<file path="src/rtl/led_pattern_ctrl.sv">
// Multi-channel LED driver: per-channel off/on/blink/PWM selection, with a shared
// prescaler, blink phase and PWM counter. All outputs are registered.
module led_pattern_ctrl #(
    parameter int unsigned CH       = 3,
    parameter int unsigned DIV      = 4,
    parameter int unsigned BLINK    = 2,
    parameter int unsigned PWM_BITS = 4
) (
    input  logic                  clk,
    input  logic                  reset,
    input  logic                  en,
    input  logic [2*CH-1:0]       mode,
    input  logic [PWM_BITS-1:0]   duty,
    output logic [CH-1:0]         led,
    output logic                  tick
);

    localparam int unsigned PREW = (DIV   > 1) ? $clog2(DIV)   : 1;
    localparam int unsigned BCW  = (BLINK > 1) ? $clog2(BLINK) : 1;

    localparam logic [PREW-1:0] PRE_MAX = PREW'(DIV - 1);
    localparam logic [BCW-1:0]  BC_MAX  = BCW'(BLINK - 1);

    typedef enum logic [1:0] {
        MODE_OFF   = 2'b00,
        MODE_ON    = 2'b01,
        MODE_BLINK = 2'b10,
        MODE_PWM   = 2'b11
    } mode_e;

    typedef enum logic {
        PH_DARK = 1'b0,
        PH_LIT  = 1'b1
    } phase_e;

    logic [PREW-1:0]     pre,  pre_nxt;
    logic [BCW-1:0]      bc,   bc_nxt;
    phase_e              ph,   ph_nxt;
    logic [PWM_BITS-1:0] pc,   pc_nxt;
    logic [PWM_BITS-1:0] dsh,  dsh_nxt;
    logic                tick_nxt;
    logic [CH-1:0]       led_nxt;

    logic pre_wrap;
    logic bc_adv;
    logic bc_wrap;
    logic pc_wrap;
    logic pwm_lvl;

    assign pre_wrap = en && (pre == PRE_MAX);
    assign bc_adv   = en && tick;
    assign bc_wrap  = bc_adv && (bc == BC_MAX);
    assign pc_wrap  = en && (pc == '1);
    assign pwm_lvl  = (pc < dsh);

    // Counter next-state; blink wrap and PWM wrap are independent and may coincide.
    always_comb begin
        pre_nxt  = pre;
        bc_nxt   = bc;
        ph_nxt   = ph;
        pc_nxt   = pc;
        dsh_nxt  = dsh;
        tick_nxt = 1'b0;

        if (en) begin
            pre_nxt  = pre_wrap ? '0 : pre + 1'b1;
            tick_nxt = pre_wrap;
            pc_nxt   = pc + 1'b1;
        end

        if (bc_adv) begin
            bc_nxt = bc_wrap ? '0 : bc + 1'b1;
        end

        if (bc_wrap) begin
            ph_nxt = (ph == PH_LIT) ? PH_DARK : PH_LIT;
        end

        if (pc_wrap) begin
            dsh_nxt = duty;
        end
    end

    // LED drive decoded from the present mode and the present (pre-edge) state.
    always_comb begin
        led_nxt = '0;
        for (int unsigned i = 0; i < CH; i++) begin
            case (mode_e'(mode[2*i +: 2]))
                MODE_OFF:   led_nxt[i] = 1'b0;
                MODE_ON:    led_nxt[i] = 1'b1;
                MODE_BLINK: led_nxt[i] = (ph == PH_LIT);
                MODE_PWM:   led_nxt[i] = pwm_lvl;
                default:    led_nxt[i] = 1'b0;
            endcase
        end
    end

    always_ff @(posedge clk) begin
        if (!reset) begin
            pre  <= '0;
            bc   <= '0;
            ph   <= PH_DARK;
            pc   <= '0;
            dsh  <= '0;
            tick <= 1'b0;
            led  <= '0;
        end else begin
            pre  <= pre_nxt;
            bc   <= bc_nxt;
            ph   <= ph_nxt;
            pc   <= pc_nxt;
            dsh  <= dsh_nxt;
            tick <= tick_nxt;
            led  <= led_nxt;
        end
    end

endmodule

</file>
<file path="config.mk">
export PLATFORM = sky130hd
export DESIGN_NAME = led_pattern_ctrl
export DESIGN_NICKNAME = d
export VERILOG_FILES = /design/src/rtl/led_pattern_ctrl.sv
export SDC_FILE = /design/constraint.sdc
export NUM_CORES = 1
export LEC_CHECK = 0
export CORE_MARGIN = 1
export CORE_UTILIZATION = 51
export CTS_BUF_LIST = sky130_fd_sc_hd__clkbuf_16
export DETAILED_ROUTE_END_ITERATION = 10
export PLACE_DENSITY = 0.83
export SETUP_SLACK_MARGIN = 0.1
export SLEW_MARGIN = 20
export SYNTH_ARGS = -nofsm -noshare
export SYNTH_HDL_FRONTEND = slang
export SYNTH_SLANG_ARGS = --single-unit
export TNS_END_PERCENT = 50
</file>
<file path="constraint.sdc">
create_clock -name clk -period 1.75 [get_ports clk]
set_clock_uncertainty 0.05 [all_clocks]
set_input_delay 0.35 -clock clk [delete_from_list [all_inputs] [get_ports clk]]
set_output_delay 0.35 -clock clk [all_outputs]
set_load 0.02 [all_outputs]
</file>
==> key figures <==
Global route
  • GRT overflow: 0
  • First-pass GRT wire length: around 2200 µm
  • Initial antenna violation count: 0
  • Vias in the first global route: 514
  • GRT Total Usage: 0.210
  • Largest net degree at the start of global routing: 20

Worst setup path
  • Worst path top cell family by delay: buffers and inverters
  • Critical path arrival: 1.21 ns
  • CP Max Fanout: 3
  • Slowest stage delay, CP: about 0.6 ns
  • Crit end category: output port
  • Kind of critical path: flop to output port
  • Worst endpoint required time: 1.35 ns
  • Cell chain of the critical path: clkdlybuf4s50_1
  • Slowest stage cell, crit path: clkdlybuf4s50_1
  • Buffers & Inverters on Critical Path: 1
  • Startpoint Class: flop

Logic synthesis
  • Synth cell types: 20
  • Synth Area per Inst: approximately 10 µm²
  • Cell count after synthesis: 75
  • Syn nets: 93
  • Commonest cells post-synth: 16 x dfxtp_1, 8 x nor2b_1, 7 x mux2i_1
  • Ys async rst share: 0
  • Post-synth top area share: 0.414
  • Top-count cell post-synth: dfxtp_1
  • Top cells by area, synth: dfxtp_1 41%, mux2i_1 9.1%, ha_1 8.1%
  • Most used DFF post-synth: dfxtp_1
  • Seq/Total Area, Yosys: 0.414
  • EDFF count, synth: 0
  • Seq cells post-synth: 16
  • Yosys top cell by area: dfxtp_1
  • Syn. warnings: 0
  • Post-Syn Area: 773 µm²

Status
  • Status: finished clean

Floorplanning
  • Die footprint: 0.00168 mm²
  • Initial Util: 0.573
  • Core area: between 0.001 and 0.0015 mm²
  • FP Rows: 13
  • Die Span X: ~41 µm
  • DIE HEIGHT: 40.9 µm
  • # IOs: 17

Clocking
  • H-tree levels: 1
  • CTS Sinks: 16
  • TritonCTS Buffers: 3
  • Clock Tree Root: clkbuf_16
  • CTS Hold Bufs: 0
  • Clk_lat worst skew: 0.25 ns
  • Post-cts sizing count: 0
  • Max clock buf depth: 2
  • Setup Buffers After CTS: 0
  • TritonCTS clock tree: yes
  • Clock transition at path regs: 0.05 ns

STA
  • RSZ-0062 raised after global routing: no
  • Slew Limit Fails: 0
  • Post-route setup TNS: 0 ns
  • Final setup vio count: 0
  • Slew margin rel.: 0.787
  • Final min period: 1.61 ns
  • Fmax: 623 MHz
  • Fin crit share: 0.918
  • Hold slack: 0.467 ns
  • Slew @ Worst Pin: about 0.32 ns
  • Fin. Hold Viols: 0

Place
  • Post-DP HPWL: 992 µm
  • Port Buf Inserts: 16
  • GPL Wtd Cong: approximately 0.66

Layout
  • Area of the multi-input gates: 409 µm²
  • Synthesis-to-layout area growth: 32.5%
  • N_diodes: 0
  • Number of fill cells: 103
  • Layout cells sized above 1: 0.0957
  • Reg area: 320 µm²
  • Nets@finish: around 110

Detailed routing
  • DRC: 0
  • Vias post-DR: 580
  • First drt pass iteration count: 2
  • Avg Vias per Cell: 5.32
  • Routed Wire Length: 1450 µm
  • Wire per inst: 13.3 µm
  • 1st-iter DRT viols: 4
  • Post-route ant nets: 0

Worst hold path
  • Hold crit path type: flop to flop

Pwr
  • Leakage: approximately 0.43 nW
  • Worst VDD drop: 0.744 mV
  • Power Dens Cells: 916 mW/mm²

Job
  • Max cap viols: 0
metrics by stage:
stage	cell area, µm²	power (W)	worst slack, ns	std cells	util
2_1_floorplan	773	0.000449	0.575	75	-
5_1_grt	1020	0.000967	0.111	109	0.759
4_1_cts	1020	0.000948	0.144	109	0.759
3_3_place_gp	946	0.000493	0.152	105	0.701
6_report	1020	0.000938	0.144	109	0.759
3_5_place_dp	946	0.000497	0.127	105	0.701
cells in the final DEF, fill, tap and decap left out, types with 2 or more instances in the layout:
cell type / Yosys / routed
nand4_1: 4 / 4
buf_4: 0 / 2
mux2i_1: 7 / 7
o211ai_1: 4 / 4
nor2b_1: 8 / 8
inv_1: 6 / 6
nand2_1: 3 / 3
xnor2_1: 4 / 4
ha_1: 5 / 5
nand3b_1: 3 / 3
dfxtp_1: 16 / 16
clkbuf_16: 0 / 3
clkdlybuf4s50_1: 0 / 16
and2_1: 5 / 5
power breakdown:
group | switching, W | internal, W | leakage [nW]
Sequential | 0.0000112 | 0.000379 | 0.130
Combinational | 0.0000415 | 0.0000587 | 0.261
Clock | 0.000144 | 0.000303 | 0.0385
Total | 0.000197 | 0.000741 | 0.430
final cells by class:
| class | count | share of cell area |
|---|---|---|
| Clock buffer | 3 | 0.0733 |
| Clock inverter | 1 | 0.00366 |
| Inverter | 6 | 0.0220 |
| Multi-Input combinational cell | 50 | 0.399 |
| Sequential cell | 16 | 0.313 |
| Tap cell | 15 | 0.0183 |
| Timing Repair Buffer | 18 | 0.171 |
logic make-up (layout without fill, tap and decap cells):
group / count (synthesis) / after routing / share of synthesized area
simple gates: 28 / 28 / 0.246
compound gates: 5 / 5 / 0.0550
xor+xnor: 5 / 5 / 0.0566
mux: 7 / 7 / 0.0906
buf+inv: 9 / 28 / 0.0566
flops: 16 / 16 / 0.414
fa+ha+maj: 5 / 5 / 0.0809
routing by layer:
layer	up-vias	wire length (µm)	GRT usage
met1	263	653	0.240
met3	5	71	0.0489
met4	0	39	0.150
met2	14	684	0.340
li1	298	-	-
met5	-	0	0
registers in the layout, indices dropped and copies added (netlist names):
register	count
bc	1
tick	1
ph	1
pre	2
led	3
pc	4
dsh	4
path summary, 6_finish.rpt:
path,slack [ns],end,from,cells after the start
hold / removal,0.47,dsh[1],dsh[1],2
setup reg to reg,0.44,led[2],pc[1],4
setup / recovery,0.14,tick,tick,1
hold reg to reg,0.47,dsh[1],dsh[1],2
worst register-to-register path, cell delays in order (launching register included):
cell,delay (ns)
dfxtp_1,0.34
ha_1,0.30
o211ai_1,0.22
o211ai_2,0.15
o211ai_1,0.18
Power figures use the tool's default switching activity.
==> RTL edit 1: new RTL, config.mk and constraints unchanged <==
Change the parameter `DIV` from 4 to 2.
--- a/src/rtl/led_pattern_ctrl.sv
+++ b/src/rtl/led_pattern_ctrl.sv
@@ -2,7 +2,7 @@
 // prescaler, blink phase and PWM counter. All outputs are registered.
 module led_pattern_ctrl #(
     parameter int unsigned CH       = 3,
-    parameter int unsigned DIV      = 4,
+    parameter int unsigned DIV      = 2,
     parameter int unsigned BLINK    = 2,
     parameter int unsigned PWM_BITS = 4
 ) (
Check against the original RTL: not equivalent (Yosys sat finds a counterexample within 4 cycles, from zero or initial values and one cycle with reset low).
==> RTL edit 1 against the unedited design <==
  * Routed wire length down 4.8%
  * Critical path depth unchanged
  * Utilization down 1.2 points
  * Worst setup slack worse by 7.9 ps
  * Total power down 3.1%
  * Clock power about the same
  * Synthesized area down 6.6%
  * Critical path type unchanged
  * Final area down 5.1%
  * Sequential cell count down 1
  * Sequential power down 5.9%
  * Global-route usage up 1.4 points
==> RTL edit 1: results (changes against the unedited design) <==
| Metric | Value |
|---|---|
| Synth top area cells | dfxtp_1 42%, ha_1 6.9%, mux2i_1 6.9%, and2_1 5.2%, xnor2_1 4.9% |
| Total wire length | 1379 µm (-4.8%) |
| Initial antenna violation count | 0 (unchanged) |
| First-pass GRT wire length | 2180 µm (+0.32%) |
| Number of global-route vias before repair | 492 (-4.3%) |
| HP Class | flop to flop |
| Total routing usage reported by global routing | 22.39% (+1.4 points) |
| TritonCTS Buffers | 3 (unchanged) |
| Layout cells sized above 1 | 10.11% (+0.54 points) |
| Syn nets | 87 (-6.5%) |
| Asr flop ratio synth | 0% (unchanged) |
| Worst Path Max Fanout | 3 (unchanged) |
| Pre-CTS setup slack | 61.92 ps (-64.77 ps) |
| Placed Instances | 100 (-4.8%) |
| Clock Pin Slew Worst Setup and Hold Paths | 50 ps (about the same) |
| Outcome | finished, final reports clean |
| Drt first pass iters | 3 (+1) |
| Max stage delay on crit path | slightly above 600 ps |
| DR top layer | met4 |
| Mapped Avg Cell Area | 10.31 µm² (about the same) |
| CP max stage cell | clkdlybuf4s50_1 |
| Routed vias/inst | 4.942 (-7.1%) |
| Synth warn | 0 (unchanged) |
| Biggest regs | dsh: 4 flops, pc: 4 flops, led: 3 flops |
| Final HPWL DP | 999.8 µm (+0.78%) |
| Worst Path Arrival | 1210 ps (about the same) |
| Prevailing post-synth register cell | dfxtp_1 |
| Tightest Pin Transition | 382.9 ps (+65.13 ps) |
| Worst skew pair latency | 240 ps |
| Maximum VDD drop | 0.0008303 V (+12%) |
| # resized after CTS | 0 (unchanged) |
| Clk root buf | clkbuf_16 |
| Max clock buf depth | 2 (unchanged) |
| Metal2 WL | 673 µm (-1.6%) |
| Initial drt markers | 5 (+1) |
| Leak | 0.4070 nW (-5.3%) |
| H-Tree Depth | 1 (unchanged) |
| Sequential fraction of the synthesis area | 41.59% (+0.17 points) |
| Most instantiated cells after synthesis | 15 x dfxtp_1, 6 x and2_1, 6 x inv_1 |
| Crit path max-delay family | buffers and inverters |
| Pint | 0.0007181 W (-3.1%) |
| Met3 routed WL | 57 µm (-20%) |
| Largest net degree at the start of global routing | 13 (-35%) |
| Fill count | 91 (-12%) |
| Port Buf Inserts | 16 (unchanged) |
| Placer Congestion | 0.7818 (+18%) |
| Fin nets | 107 (-5.3%) |
| Post-CTS setup buffers | 0 (unchanged) |
| Netlist cell types | 21 (+5.0%) |
| WL per Instance | 13.26 µm (-0.19%) |
| WL met1 | 634 µm (-2.9%) |
| Diode count | 0 (unchanged) |
[RTL edit 1: layout make-up]
cell class	instances	share of cell area [%]
Sequential cell	15	30.89
Inverter	6	2.317
Tap cell	15	1.931
Clock inverter	1	0.5148
Timing Repair Buffer	18	18.02
Multi-Input combinational cell	46	38.61
Clock buffer	3	7.722
[RTL edit 1: cell families after synthesis]
logic type	synth area share [%]
simple gates	24.96
flops	41.59
buf+inv	6.412
xor+xnor	7.279
compound gates	5.892
mux	6.933
fa+ha+maj	6.933
[RTL edit 1: worst register-to-register path: cells and delay by family (launching register included)]
family	cells	cell delay, ps
AOI/OAI and AO/OA	3	450
DFF	1	360
adders and majority gates	1	340
[RTL edit 1: path summary, 6_finish.rpt]
kind	startpoint	end	slack [ps]	cells after the start
worst max register to register	pc[3]	led[0]	430	4
worst min-delay path	dsh[1]	dsh[1]	470	2
worst max-delay path	tick	tick	140	1
worst min register to register	dsh[1]	dsh[1]	470	2
[RTL edit 1: power groups by stage]
stage           logic, W  registers [W]  clock network, W
2_1_floorplan  0.0000436       0.000378                 0
5_1_grt         0.000106       0.000369          0.000470
3_3_place_gp   0.0000926       0.000373                 0
3_5_place_dp   0.0000948       0.000374                 0
4_1_cts        0.0000964       0.000367          0.000449
6_report       0.0000955       0.000367          0.000447
[RTL edit 1: routing by layer]
metal  vias up  GRT usage, %
met2        10         34.84
li1        273             -
met1       229         26.74
met5         -             0
met3         2         8.523
met4         0         10.34
[RTL edit 1: per-stage QoR]
stage | cell area, µm² | utilization, %
6_report | 972.2 | 74.71
3_3_place_gp | 892.1 | 68.56
4_1_cts | 972.2 | 74.71
2_1_floorplan | 721.9 | -
5_1_grt | 972.2 | 74.71
3_5_place_dp | 892.1 | 68.56
==> RTL edit 2: new RTL, same settings <==
Without the edit above. Add an input register stage for `en`, `mode` and `duty`, without a reset; this delays them by one clock.
--- a/src/rtl/led_pattern_ctrl.sv
+++ b/src/rtl/led_pattern_ctrl.sv
@@ -33,6 +33,16 @@
         PH_LIT  = 1'b1
     } phase_e;
 
+    logic en_q;
+    logic [2*CH-1:0] mode_q;
+    logic [PWM_BITS-1:0] duty_q;
+
+    always_ff @(posedge clk) begin
+        en_q   <= en;
+        mode_q <= mode;
+        duty_q <= duty;
+    end
+
     logic [PREW-1:0]     pre,  pre_nxt;
     logic [BCW-1:0]      bc,   bc_nxt;
     phase_e              ph,   ph_nxt;
@@ -47,10 +57,10 @@
     logic pc_wrap;
     logic pwm_lvl;
 
-    assign pre_wrap = en && (pre == PRE_MAX);
-    assign bc_adv   = en && tick;
+    assign pre_wrap = en_q && (pre == PRE_MAX);
+    assign bc_adv   = en_q && tick;
     assign bc_wrap  = bc_adv && (bc == BC_MAX);
-    assign pc_wrap  = en && (pc == '1);
+    assign pc_wrap  = en_q && (pc == '1);
     assign pwm_lvl  = (pc < dsh);
 
     // Counter next-state; blink wrap and PWM wrap are independent and may coincide.
@@ -62,7 +72,7 @@
         dsh_nxt  = dsh;
         tick_nxt = 1'b0;
 
-        if (en) begin
+        if (en_q) begin
             pre_nxt  = pre_wrap ? '0 : pre + 1'b1;
             tick_nxt = pre_wrap;
             pc_nxt   = pc + 1'b1;
@@ -77,7 +87,7 @@
         end
 
         if (pc_wrap) begin
-            dsh_nxt = duty;
+            dsh_nxt = duty_q;
         end
     end
 
@@ -85,7 +95,7 @@
     always_comb begin
         led_nxt = '0;
         for (int unsigned i = 0; i < CH; i++) begin
-            case (mode_e'(mode[2*i +: 2]))
+            case (mode_e'(mode_q[2*i +: 2]))
                 MODE_OFF:   led_nxt[i] = 1'b0;
                 MODE_ON:    led_nxt[i] = 1'b1;
                 MODE_BLINK: led_nxt[i] = (ph == PH_LIT);
Check against the original RTL: not equivalent (Yosys sat finds a counterexample within 4 cycles, from zero or initial values and one cycle with reset low).
==> RTL edit 2 against the unedited design <==
  * Synthesized area rose by 28%
  * Global-route usage decreased by 2.2 points
  * Count of clock-buffer cells in the layout stayed put
  * Worst setup slack better by 8.2 ps
  * Total power up 37%
  * Largest power group is now registers
  * Sequential cell count grew 11
  * Final area is 22% higher
  * Critical path depth did not move
  * Critical endpoint is now led[1]
  * Routed wire length rose by 9.1%
  * Largest cell class is now flip-flops and latches
==> RTL edit 2: results (changes against the unedited design) <==
| Metric | Value |
|---|---|
| CP max stage cell | clkdlybuf4s50_1 |
| Number of global-route vias before repair | 612 (+19%) |
| Max reg flops | 6 |
| Initial drt markers | 9 (+5) |
| Worst skew pair latency | about 260 ps |
| Clock Pin Slew Worst Setup and Hold Paths | 70 ps (+20 ps) |
| Clk root buf | clkbuf_16 |
| Pint | 0.001015 W (+37%) |
| Total routing usage reported by global routing | 18.86% (-2.2 points) |
| Asr flop ratio synth | 0% (unchanged) |
| Worst Path Arrival | 1200 ps |
| R2R setup slack | 360 ps (-80 ps) |
| Synth top area cells | dfxtp_1 55%, mux2i_1 7.1%, ha_1 6.3%, nor2b_1 5.1%, o211ai_1 3.8% |
| TritonCTS Buffers | 3 (unchanged) |
| Syn nets | 104 (+12%) |
| Fin nets | 123 (+8.8%) |
| Placed Area | 1166 µm² (+23%) |
| Max stage delay on crit path | 610 ps (about the same) |
| Leak | 0.5394 nW (+25%) |
| Total vias in the final route | 633 (+9.1%) |
| Placer Congestion | 0.7195 (+8.6%) |
| Netlist cell types | 19 (-5.0%) |
| Top reg by flops | mode_q |
| HP Class | flop to flop |
| Initial antenna violation count | 0 (unchanged) |
| Drt first pass iters | 4 (+2) |
| WL per Instance | 12.25 µm (-7.8%) |
| H-Tree Depth | 1 (unchanged) |
| Max clock buf depth | 2 (unchanged) |
| Slew HR | 68.64% (-10 points) |
| Final HPWL DP | 1053 µm (+6.2%) |
| Hold Path Cell Cnt | 2 (unchanged) |
| Most instantiated cells after synthesis | 27 x dfxtp_1, 8 x nor2b_1, 7 x mux2i_1 |
| Crit path max-delay family | buffers and inverters |
| Fill count | 134 (+30%) |
| R2R depth | 4 (unchanged) |
| Worst Path Max Fanout | 1 (-2) |
| Diode count | 0 (unchanged) |
| Prevailing post-synth register cell | dfxtp_1 |
| Outcome | finished, final reports clean |
| Hold Worst Slack | 452.0 ps (-14.51 ps) |
| # resized after CTS | 0 (unchanged) |
| Maximum VDD drop | 0.0008302 V (+12%) |
| Sequential fraction of the synthesis area | 54.68% (+13 points) |
| Final worst slack | 152.0 ps (+8.236 ps) |
| Pre-CTS setup slack | 315.6 ps (+188.9 ps) |
| Synth warn | 0 (unchanged) |
| Largest net degree at the start of global routing | 20 (unchanged) |
| Layout cells sized above 1 | 7.692% (-1.9 points) |
| Post-CTS setup buffers | 0 (unchanged) |
| First-pass GRT wire length | 2594 µm (+19%) |
| Port Buf Inserts | 16 (unchanged) |
## RTL edit 2: changes by cell type after synthesis
cell      before  now
o211ai_2       1    0
o211ai_1       4    5
dfxtp_1       16   27
## RTL edit 2: stage by stage
stage,power (W),std cells
after floorplan,0.0007221,86
after global placement,0.0007620,125
after detailed placement,0.0007678,125
after CTS,0.001303,129
after global routing,0.001342,129
final,0.001288,129
## RTL edit 2: per-layer routing
metal | GRT usage [%] | wire length [µm] | vias up | share of wire [%]
met5 | 0 | 0 | - | 0
met1 | 20.40 | 671 | 282 | 42
met2 | 30.99 | 795 | 19 | 50
met4 | 8.824 | 31 | 0 | 2.0
li1 | - | - | 326 | -
met3 | 8.730 | 82 | 6 | 5.2
## RTL edit 2: final cells by class
type	instances	area (µm²)	share of cell area, %
multi-input cells	50	404.1	32.27
flip-flops and latches	27	540.5	43.16
clock inverters	1	8.758	0.6993
well taps	25	31.28	2.498
clock buffers	3	75.07	5.994
repair buffers	17	170.2	13.59
inverters	6	22.52	1.798
## RTL edit 2: cells by family after synthesis
logic type	Yosys count	synth area share, %
buf+inv	9	4.430
simple gates	28	19.24
flops	27	54.68
compound gates	5	3.798
fa+ha+maj	5	6.329
mux	7	7.089
xor+xnor	5	4.430
## RTL edit 2: worst paths after layout
kind	startpoint	end
worst max register to register	pc[2]	led[2]
worst max-delay path	led[1]	led[1]
worst min-delay path	duty_q[2]	dsh[2]
worst min register to register	duty_q[2]	dsh[2]
## RTL edit 2: power groups by stage
stage	Clock, W	Combinational (W)	Sequential (W)
2_1_floorplan	0	0.0000470	0.000675
3_3_place_gp	0	0.0000861	0.000676
3_5_place_dp	0	0.0000907	0.000677
4_1_cts	0.000546	0.0000931	0.000664
5_1_grt	0.000575	0.000100	0.000667
6_report	0.000533	0.0000918	0.000663
